File: src/rtl/harmonic_sequencer.sv
// Per-sample harmonic scheduler: walks the harmonics through the phase RAM, sine LUT
// and fraction adder, then scales the total into one DAC word per sample tick.
module harmonic_sequencer #(
   parameter int          SAMPLE_INTERVAL = 1500,
   parameter int          MAX_HARMONICS   = 64,
   parameter int          DIV_BIT         = 7,
   parameter logic [31:0] OUT_OFFSET      = 32'h21000,
   parameter logic [7:0]  DAC_CMD         = 8'h31
) (
   input  logic               clock,
   input  logic               rstn,
   input  logic [15:0]        frequency,
   input  logic [7:0]         harmonic_count,
   input  logic [DIV_BIT-1:0] amp_start,
   input  logic [DIV_BIT-1:0] amp_step,
   output logic [7:0]         pos_addr,
   input  logic [15:0]        pos_rdata,
   output logic [15:0]        pos_wdata,
   output logic               pos_we,
   output logic [10:0]        lut_addr,
   output logic               adder_start,
   output logic               adder_clear,
   output logic [DIV_BIT-1:0] adder_mult,
   input  logic               adder_ready,
   input  logic [31:0]        adder_total,
   output logic [23:0]        dac_data,
   output logic               dac_send,
   output logic               busy,
   output logic               overrun
);

   localparam int                 TIMER_W    = $clog2(SAMPLE_INTERVAL);
   localparam logic [TIMER_W-1:0] TIMER_LAST = TIMER_W'(SAMPLE_INTERVAL - 1);
   localparam logic [7:0]         MAX_N      = 8'(MAX_HARMONICS);
   localparam logic [16:0]        NYQUIST    = 17'h08000;

   localparam logic [3:0] S_INIT      = 4'd0;
   localparam logic [3:0] S_READ      = 4'd1;
   localparam logic [3:0] S_UPDATE    = 4'd2;
   localparam logic [3:0] S_SETTLE    = 4'd3;
   localparam logic [3:0] S_ISSUE     = 4'd4;
   localparam logic [3:0] S_DRAIN     = 4'd5;
   localparam logic [3:0] S_FINISH    = 4'd6;
   localparam logic [3:0] S_WAIT_TICK = 4'd7;
   localparam logic [3:0] S_SEND      = 4'd8;

   logic [3:0]         state;
   logic [TIMER_W-1:0] sample_timer;
   logic               pending;
   logic               tick;
   logic [15:0]        freq_l;
   logic [7:0]         n_l;
   logic [7:0]         h;
   logic [16:0]        inc;
   logic [DIV_BIT-1:0] step_l;
   logic               settle_cnt;
   logic               drain_armed;
   logic [15:0]        sample;

   logic [7:0]         n_clamped;
   logic [15:0]        phase_sum;
   logic [16:0]        inc_next;
   logic [7:0]         h_next;
   logic               last_harm;
   logic signed [31:0] t_sum;
   logic signed [31:0] t_shift;
   logic [15:0]        sample_sat;

   assign tick      = (sample_timer == TIMER_LAST);
   assign phase_sum = pos_rdata + inc[15:0];
   assign inc_next  = inc + {1'b0, freq_l};
   assign h_next    = h + 8'd1;
   // Stop at the requested count or once the next harmonic would alias.
   assign last_harm = (h_next == n_l) || (inc_next >= NYQUIST);
   assign t_sum     = $signed(adder_total) + $signed(OUT_OFFSET);
   assign t_shift   = t_sum >>> 2;

   always_comb begin
      // NOTE: every always_comb output gets a default first so no latch is inferred.
      n_clamped = harmonic_count;
      if (harmonic_count == 8'd0)
         n_clamped = 8'd1;
      else if (harmonic_count > MAX_N)
         n_clamped = MAX_N;
   end

   always_comb begin
      sample_sat = t_shift[15:0];
      if (t_shift < 32'sd0)
         sample_sat = 16'h0000;
      else if (t_shift > 32'sd65535)
         sample_sat = 16'hFFFF;
   end

   always_ff @(posedge clock or negedge rstn) begin
      if (!rstn)
         sample_timer <= '0;
      else if (tick)
         sample_timer <= '0;
      else
         sample_timer <= sample_timer + 1'b1;
   end

   always_ff @(posedge clock or negedge rstn) begin
      if (!rstn) begin
         state       <= S_INIT;
         pending     <= 1'b0;
         freq_l      <= '0;
         n_l         <= '0;
         h           <= '0;
         inc         <= '0;
         step_l      <= '0;
         settle_cnt  <= 1'b0;
         drain_armed <= 1'b0;
         sample      <= '0;
         pos_addr    <= '0;
         pos_wdata   <= '0;
         pos_we      <= 1'b0;
         lut_addr    <= '0;
         adder_start <= 1'b0;
         adder_clear <= 1'b0;
         adder_mult  <= '0;
         dac_data    <= '0;
         dac_send    <= 1'b0;
         busy        <= 1'b0;
         overrun     <= 1'b0;
      end else begin
         // NOTE: non-blocking assignments throughout, so every branch sees pre-edge state.
         pos_we      <= 1'b0;
         adder_start <= 1'b0;
         adder_clear <= 1'b0;
         dac_send    <= 1'b0;
         overrun     <= 1'b0;

         // The fraction moves on only after its start pulse, keeping it stable during the pulse.
         if (adder_start && (adder_mult > step_l))
            adder_mult <= adder_mult - step_l;

         if (tick && (state != S_WAIT_TICK) && (state != S_SEND)) begin
            pending <= 1'b1;
            overrun <= 1'b1;
         end

         case (state)
            S_INIT: begin
               freq_l      <= frequency;
               n_l         <= n_clamped;
               step_l      <= amp_step;
               inc         <= {1'b0, frequency};
               h           <= '0;
               adder_mult  <= amp_start;
               pos_addr    <= '0;
               busy        <= 1'b1;
               drain_armed <= 1'b0;
               state       <= S_READ;
            end
            S_READ:
               state <= S_UPDATE;
            S_UPDATE: begin
               pos_wdata  <= phase_sum;
               pos_we     <= 1'b1;
               lut_addr   <= phase_sum[15:5];
               settle_cnt <= 1'b0;
               state      <= S_SETTLE;
            end
            S_SETTLE: begin
               if (settle_cnt)
                  state <= S_ISSUE;
               else
                  settle_cnt <= 1'b1;
            end
            S_ISSUE: begin
               if (adder_ready) begin
                  adder_start <= 1'b1;
                  h           <= h_next;
                  pos_addr    <= h_next;
                  inc         <= inc_next;
                  state       <= last_harm ? S_DRAIN : S_READ;
               end
            end
            S_DRAIN: begin
               // adder_ready is still the pre-start value in the first DRAIN cycle.
               if (!drain_armed)
                  drain_armed <= 1'b1;
               else if (adder_ready)
                  state <= S_FINISH;
            end
            S_FINISH: begin
               sample <= sample_sat;
               busy   <= 1'b0;
               state  <= (pending || tick) ? S_SEND : S_WAIT_TICK;
            end
            S_WAIT_TICK: begin
               if (tick)
                  state <= S_SEND;
            end
            S_SEND: begin
               dac_data    <= {DAC_CMD, sample};
               dac_send    <= 1'b1;
               adder_clear <= 1'b1;
               pending     <= 1'b0;
               state       <= S_INIT;
            end
            default:
               state <= S_INIT;
         endcase
      end
   end

endmodule

File: config.mk
export PLATFORM = sky130hd
export DESIGN_NAME = harmonic_sequencer
export DESIGN_NICKNAME = d
export VERILOG_FILES = /design/src/rtl/harmonic_sequencer.sv
export SDC_FILE = /design/constraint.sdc
export NUM_CORES = 1
export LEC_CHECK = 0
export CORE_MARGIN = 10
export CORE_UTILIZATION = 54
export CTS_BUF_LIST = sky130_fd_sc_hd__clkbuf_8
export CTS_CLUSTER_DIAMETER = 120
export CTS_CLUSTER_SIZE = 16
export DETAILED_ROUTE_END_ITERATION = 16
export GPL_TIMING_DRIVEN = 0
export PLACE_DENSITY_LB_ADDON = 0.2
export SLEW_MARGIN = 5
export SYNTH_ARGS = -nofsm -noshare
export SYNTH_HDL_FRONTEND = slang
export SYNTH_SLANG_ARGS = --single-unit
File: constraint.sdc
create_clock -name clock -period 2.9 [get_ports clock]
set_input_delay 0.58 -clock clock [delete_from_list [all_inputs] [get_ports clock]]
set_output_delay 0.58 -clock clock [all_outputs]
set_load 0.01 [all_outputs]
# Word-level counts from Yosys, hierarchy flattened

Index checks and enable logic that the tools add are counted.

Output and inout bits: 72
Word-level logic and storage cells: 92
Flip-flop bits (word level): 146
Input port bits: 89

Reductions and logical operators: 15
Magnitude comparators: 5
Muxes and demuxes: 29
Add/subtract/negate cells: 6
Eq/ne operators: 17

Operator list:

| operator                 | number |
|---|---|
| $pmux W17 S2             | 1 |
| $add A32 B19 Y32 const B | 1 |
| $mux W16                 | 2 |
| $pmux W4 S8              | 1 |
| $gt A30 B17 Y1 const B   | 1 |
| $lt A30 B1 Y1 const B    | 1 |
| $mux W4                  | 6 |
| $mux W8                  | 3 |
| $add A17 B16 Y17         | 1 |
| $ge A17 B16 Y1 const B   | 1 |
| $mux W17                 | 1 |
| $add A16 B16 Y16         | 1 |
| $eq A4 B3 Y1 const B     | 4 |
| $pmux W8 S2              | 1 |
| $mux W7                  | 2 |
| $reduce_bool A2 Y1       | 6 |
| $add A11 B1 Y11 const B  | 1 |
| $eq A11 B11 Y1 const B   | 1 |
| $mux W11                 | 1 |
| $ne A2 B2 Y1 const B     | 5 |
| $add A8 B1 Y8 const B    | 1 |
| $eq A4 B2 Y1 const B     | 2 |
| $eq A8 B8 Y1             | 1 |
| $gt A8 B7 Y1 const B     | 1 |
| 15 further kinds         | 26 |

# Logic depth before layout (Yosys ltp)

Word-level depth: 6
Mapped depth: 10
Mapped depth without buffers: 10

# Worst setup path before layout

No wires, ideal clock.

Path type: reg-to-reg
From: register adder_mult[1]
To: register adder_mult[1]
Period minus slack after synthesis: 2.424 ns
Setup time: 0.083 ns
Stages on the path, launching flop included: 9
Arrival: 2.341 ns
Slack: 0.476 ns
Path through: dfrtp_1 -> ha_1 -> nor2b_1 -> o21a_1 -> o21a_1 -> o31a_1 -> a41oi_2 -> mux2_2 -> o21ai_0

Cells in the longest elaborated chain, start to end: 3

Ends and longest elaborated chain:

| item                                           | line     | source |
|---|---|---|
| start: declaration                             | 23       | `output logic [DIV_BIT-1:0] adder_mult,` |
| start signal: assignment                       | 137      | `adder_mult <= adder_mult - step_l;` |
| start signal: assignment                       | 151      | `adder_mult <= amp_start;` |
| $sub A7 B7 Y7 or $gt A7 B7 Y1 (tied branches)  | 137, 136 |  |
| $mux W7 or $logic_and A1 B1 Y1 (tied branches) | 136      | `if (adder_start && (adder_mult > step_l))` |
| $mux W7 or $reduce_bool A2 Y1 (tied branches)  | n/a      |  |

Parallel ways exist; a longest one is shown, timed or not. The select of a mux whose other input is x is not followed.
A chain may end at the register's enable or synchronous reset.

# Worst setup path in the final report

From: input port pos_rdata[1]
To: register pos_wdata[13]

Cells in the longest elaborated chain, start to end: 1

Ends and longest elaborated chain:

| item                   | line | source |
|---|---|---|
| start: declaration     | 17   | `input logic [15:0] pos_rdata,` |
| $add A16 B16 Y16       | 70   | `assign phase_sum = pos_rdata + inc[15:0];` |
| end signal: assignment | 160  | `pos_wdata <= phase_sum;` |
| end: declaration       | 18   | `output logic [15:0] pos_wdata,` |

No other way between the ends.

==> key figures <==
Critical path
  • CP Cell Sequence: clkdlybuf4s50_1 -> ha_1 -> a21o_1 -> a21oi_1 -> o21ai_0 -> a311oi_1 -> o21ai_0 -> xnor2_1 -> o21ai_0
  • R2R setup slack: 0.21 ns
  • Worst path slowest cell: a311oi_1
  • Cells on worst reg2reg path: 9
  • Worst Setup End Kind: flip-flop
  • Critical path's most frequent cell: o21ai_0
  • WS Path Type: in -> reg
  • Crit Reg-Reg Endpoint: adder_mult[1]$_DFFE_PN0P_
  • Startpoint types: primary input
  • Worst setup endpoint: pos_wdata[13]$_DFFE_PN0P_
  • Setup crit start: pos_rdata[1]
  • Worst EP arrival: 3.16 ns
  • R2r startpoint: step_l[1]$_DFFE_PN0P_
  • Crit-path max cell delay: 0.63 ns
  • Max Fanout on Critical Path: 3
  • Req. time, crit path: 3.27 ns

STA
  • Max Slew Vio Count: 0
  • RSZ-0062 raised after global routing: false
  • Minimum clock period: 2.79 ns
  • Final Hold Violating Endpoints: 0
  • Fmax: 358 MHz
  • Slew HR: 40.6%
  • Worst setup margin: 0.110 ns
  • Final setup fails: 0
  • Slew @ Worst Pin: 0.883 ns
  • Final Skew: 0.00839 ns
  • Final period utilization: 96.2%

Placement
  • GPL Wtd Cong: 0.942
  • Placed inst area: 9740 um^2
  • Hpwl dp: 15500 um
  • Input/output buffers: 153
  • Dpl ws: -0.286 ns
  • Placed cells: 1209

Synthesis
  • Area leader, netlist: dfrtp_1
  • Top cell type's share of synthesized area: 42.6%
  • Post-Synth Simple-Gate Area: 16.8%
  • Synth Area in Compound Gates: 18.2%
  • Ys async rst share: 100%
  • Post-synth cell types: 66
  • Synth cell count leaders: nand2_1, dfrtp_1, o21ai_0, a21oi_1, nor2_1
  • FF+latch count, synth: 135
  • Ys flop type: dfrtp_1
  • Synth warn: 0
  • Synthesized area: 7940 um^2
  • Average size of a mapped cell: 9.15 um^2
  • Post-synthesis adder-cell area fraction: 7.38%
  • EDFF count, synth: 0
  • Count leader, synth: nand2_1
  • Post-synthesis sequential area ratio: 42.6%
  • Cells after Synth: 867
  • Multiplexer share of the synthesized area: 3.96%
  • Largest family of logic cells by synthesized area: compound AO/OA/AOI/OAI gates
  • Synth area leaders: dfrtp_1, nand2_1, ha_1, o21ai_0, a21oi_1
  • XOR/XNOR share of the synthesized area: 5.63%

Cells and area
  • Layout area overhead: 28.2%
  • Nets: 1178
  • Share of layout cells above drive strength 1: 7.86%
  • Finished Layout Cells: 1240
  • FILL cells: 1178
  • Diodes inserted: 0
  • Final instance area: 10200 um^2

Pwr
  • Maximum vdd ir drop: 0.778 mV
  • PwrDens: 983 nW/um^2
  • Flop pwr share: 30.2%
  • Tot Pwr: 10.0 mW
  • Pint: 5.89 mW
  • Clock network power share: 16.8%
  • Comb pwr share: 53.0%
  • Switching share of power: 41.1%
  • Sw Pwr: 4.11 mW
  • LEAKAGE: 4.69 nW

Clock network
  • Clock-pin slew on the worst setup and hold paths: 0.07 ns
  • Clk sinks: 135
  • Cts bufs inserted: 17
  • Clk root buf: clkbuf_8
  • Hold Buf Count CTS: 0
  • CTS tree: yes
  • Clock Path Buffers: 2
  • Worst-Skew Late Latency: 0.46 ns
  • H-tree lvl count: 4

Route
  • First-pass DRT Iterations: 5
  • Initial drt markers: 338
  • Post-Route WL: 20500 um
  • Detailed-route DRC error count: 0
  • Vias: 6853
  • Vias per inst: 5.53
  • Routed len/inst: 16.5 um
  • ANT nets after route: 0

Floorplanning
  • Area of the core: 14500 um^2
  • IO Count: 161
  • Starting Density: 54.8%
  • Die Span X: 141 um
  • Die Footprint: 19900 um^2
  • Num rows: 44
  • Die span in y: 141 um

Hold path
  • Worst hold path class: in -> async

Status
  • Run status: finished clean

Global routing
  • GRT Util Overall: 20.7%
  • Vias in the first global route: 6963
  • GRT overflow: 0
  • Largest net degree at the start of global routing: 87
  • Antenna violations before repair: 0
  • First-pass GRT wire length: 33800 um

Run
  • Max Cap Violations: 0
## sequential cells by signal, indices dropped and copies added (netlist names)
signal        cells
step_l            7
inc              17
sample_timer     11
sample           16
drain_armed       1
dac_data         17
state             4
overrun           1
adder_mult        7
pending           1
pos_we            1
busy              1
n_l               8
freq_l           16
dac_send          1
h                 8
settle_cnt        1
adder_start       1
pos_wdata        16
## layout make-up
| cell class | instances | area [um^2] | area share [%] |
|---|---|---|---|
| multi-input cells | 647 | 4160 | 40.9 |
| clock buffers | 19 | 262 | 2.57 |
| plain buffers | 54 | 297 | 2.91 |
| repair buffers | 154 | 1560 | 15.3 |
| flip-flops and latches | 135 | 3380 | 33.2 |
| inverters | 35 | 131 | 1.29 |
| well taps | 184 | 230 | 2.26 |
| clock inverters | 12 | 160 | 1.57 |
## routing by layer
layer,up-vias,GRT usage (%),wire length (um)
met5,-,0,0
met4,0,6.63,323
met3,29,7.02,1600
met2,217,33.3,9660
met1,3216,25.6,8950
li1,3391,-,-
## metrics by stage
stage	setup TNS, ns	utilization [%]	hold WS, ns
floorplan	0	-	0.284
global placement	-555.84	67.1	0.458
detailed placement	-2.46	67.3	0.463
CTS	0	70.2	0.0605
global route	0	70.3	0.0907
finish	0	70.3	0.0663
## logic make-up after synthesis
logic type	Yosys count
adders and majority gates	45
buffers and inverters	89
DFF	135
and+or+nand+nor	293
xor gates and xnor gates	51
AOI/OAI and AO/OA	224
muxes	29
other	1
## critical path: cells and delay by family
family	cells	cell delay [ns]
compound gates	6	1.69
xor+xnor	1	0.16
fa+ha+maj	1	0.31
buf+inv	1	0.44
## worst min path at each step
stage	slack (ns)	startpoint	endpoint
finish	0.07	rstn	inc[1]$_DFFE_PN0P_
floorplan	0.28	rstn	adder_mult[0]$_DFFE_PN0P_
CTS	0.06	rstn	inc[1]$_DFFE_PN0P_
global placement	0.46	pos_wdata[0]$_DFFE_PN0P_	pos_wdata[0]$_DFFE_PN0P_
detailed placement	0.46	pos_wdata[0]$_DFFE_PN0P_	pos_wdata[0]$_DFFE_PN0P_
global route	0.09	rstn	inc[1]$_DFFE_PN0P_
## cells in the final DEF (no fill, tap or decap), types with 18 or more instances in the layout
cell type | Yosys | final
nand2_1 | 152 | 152
clkdlybuf4s50_1 | 0 | 152
dfrtp_1 | 135 | 135
o21ai_0 | 70 | 70
a21oi_1 | 51 | 51
nor2_1 | 44 | 44
ha_1 | 42 | 42
inv_1 | 34 | 37
clkbuf_1 | 27 | 27
nand3_1 | 27 | 27
xor2_1 | 26 | 26
xnor2_1 | 25 | 25
buf_4 | 19 | 19
clkbuf_8 | 0 | 19
mux2_2 | 18 | 18
## repair_timing
item | in CTS | in global routing
setup buffers | 0 | 0
gates resized for setup | 0 | 2
setup endpoints to repair | 0 | 9
## power groups by stage
stage | logic, mW | clock network (mW) | registers [mW]
floorplan | 3.61 | 0 | 3.01
global placement | 5.13 | 0 | 3.02
detailed placement | 5.26 | 0 | 3.04
CTS | 5.29 | 1.71 | 3.01
global route | 5.99 | 1.78 | 3.11
finish | 5.31 | 1.68 | 3.02
Note: power is estimated with default switching activity, not from simulation.
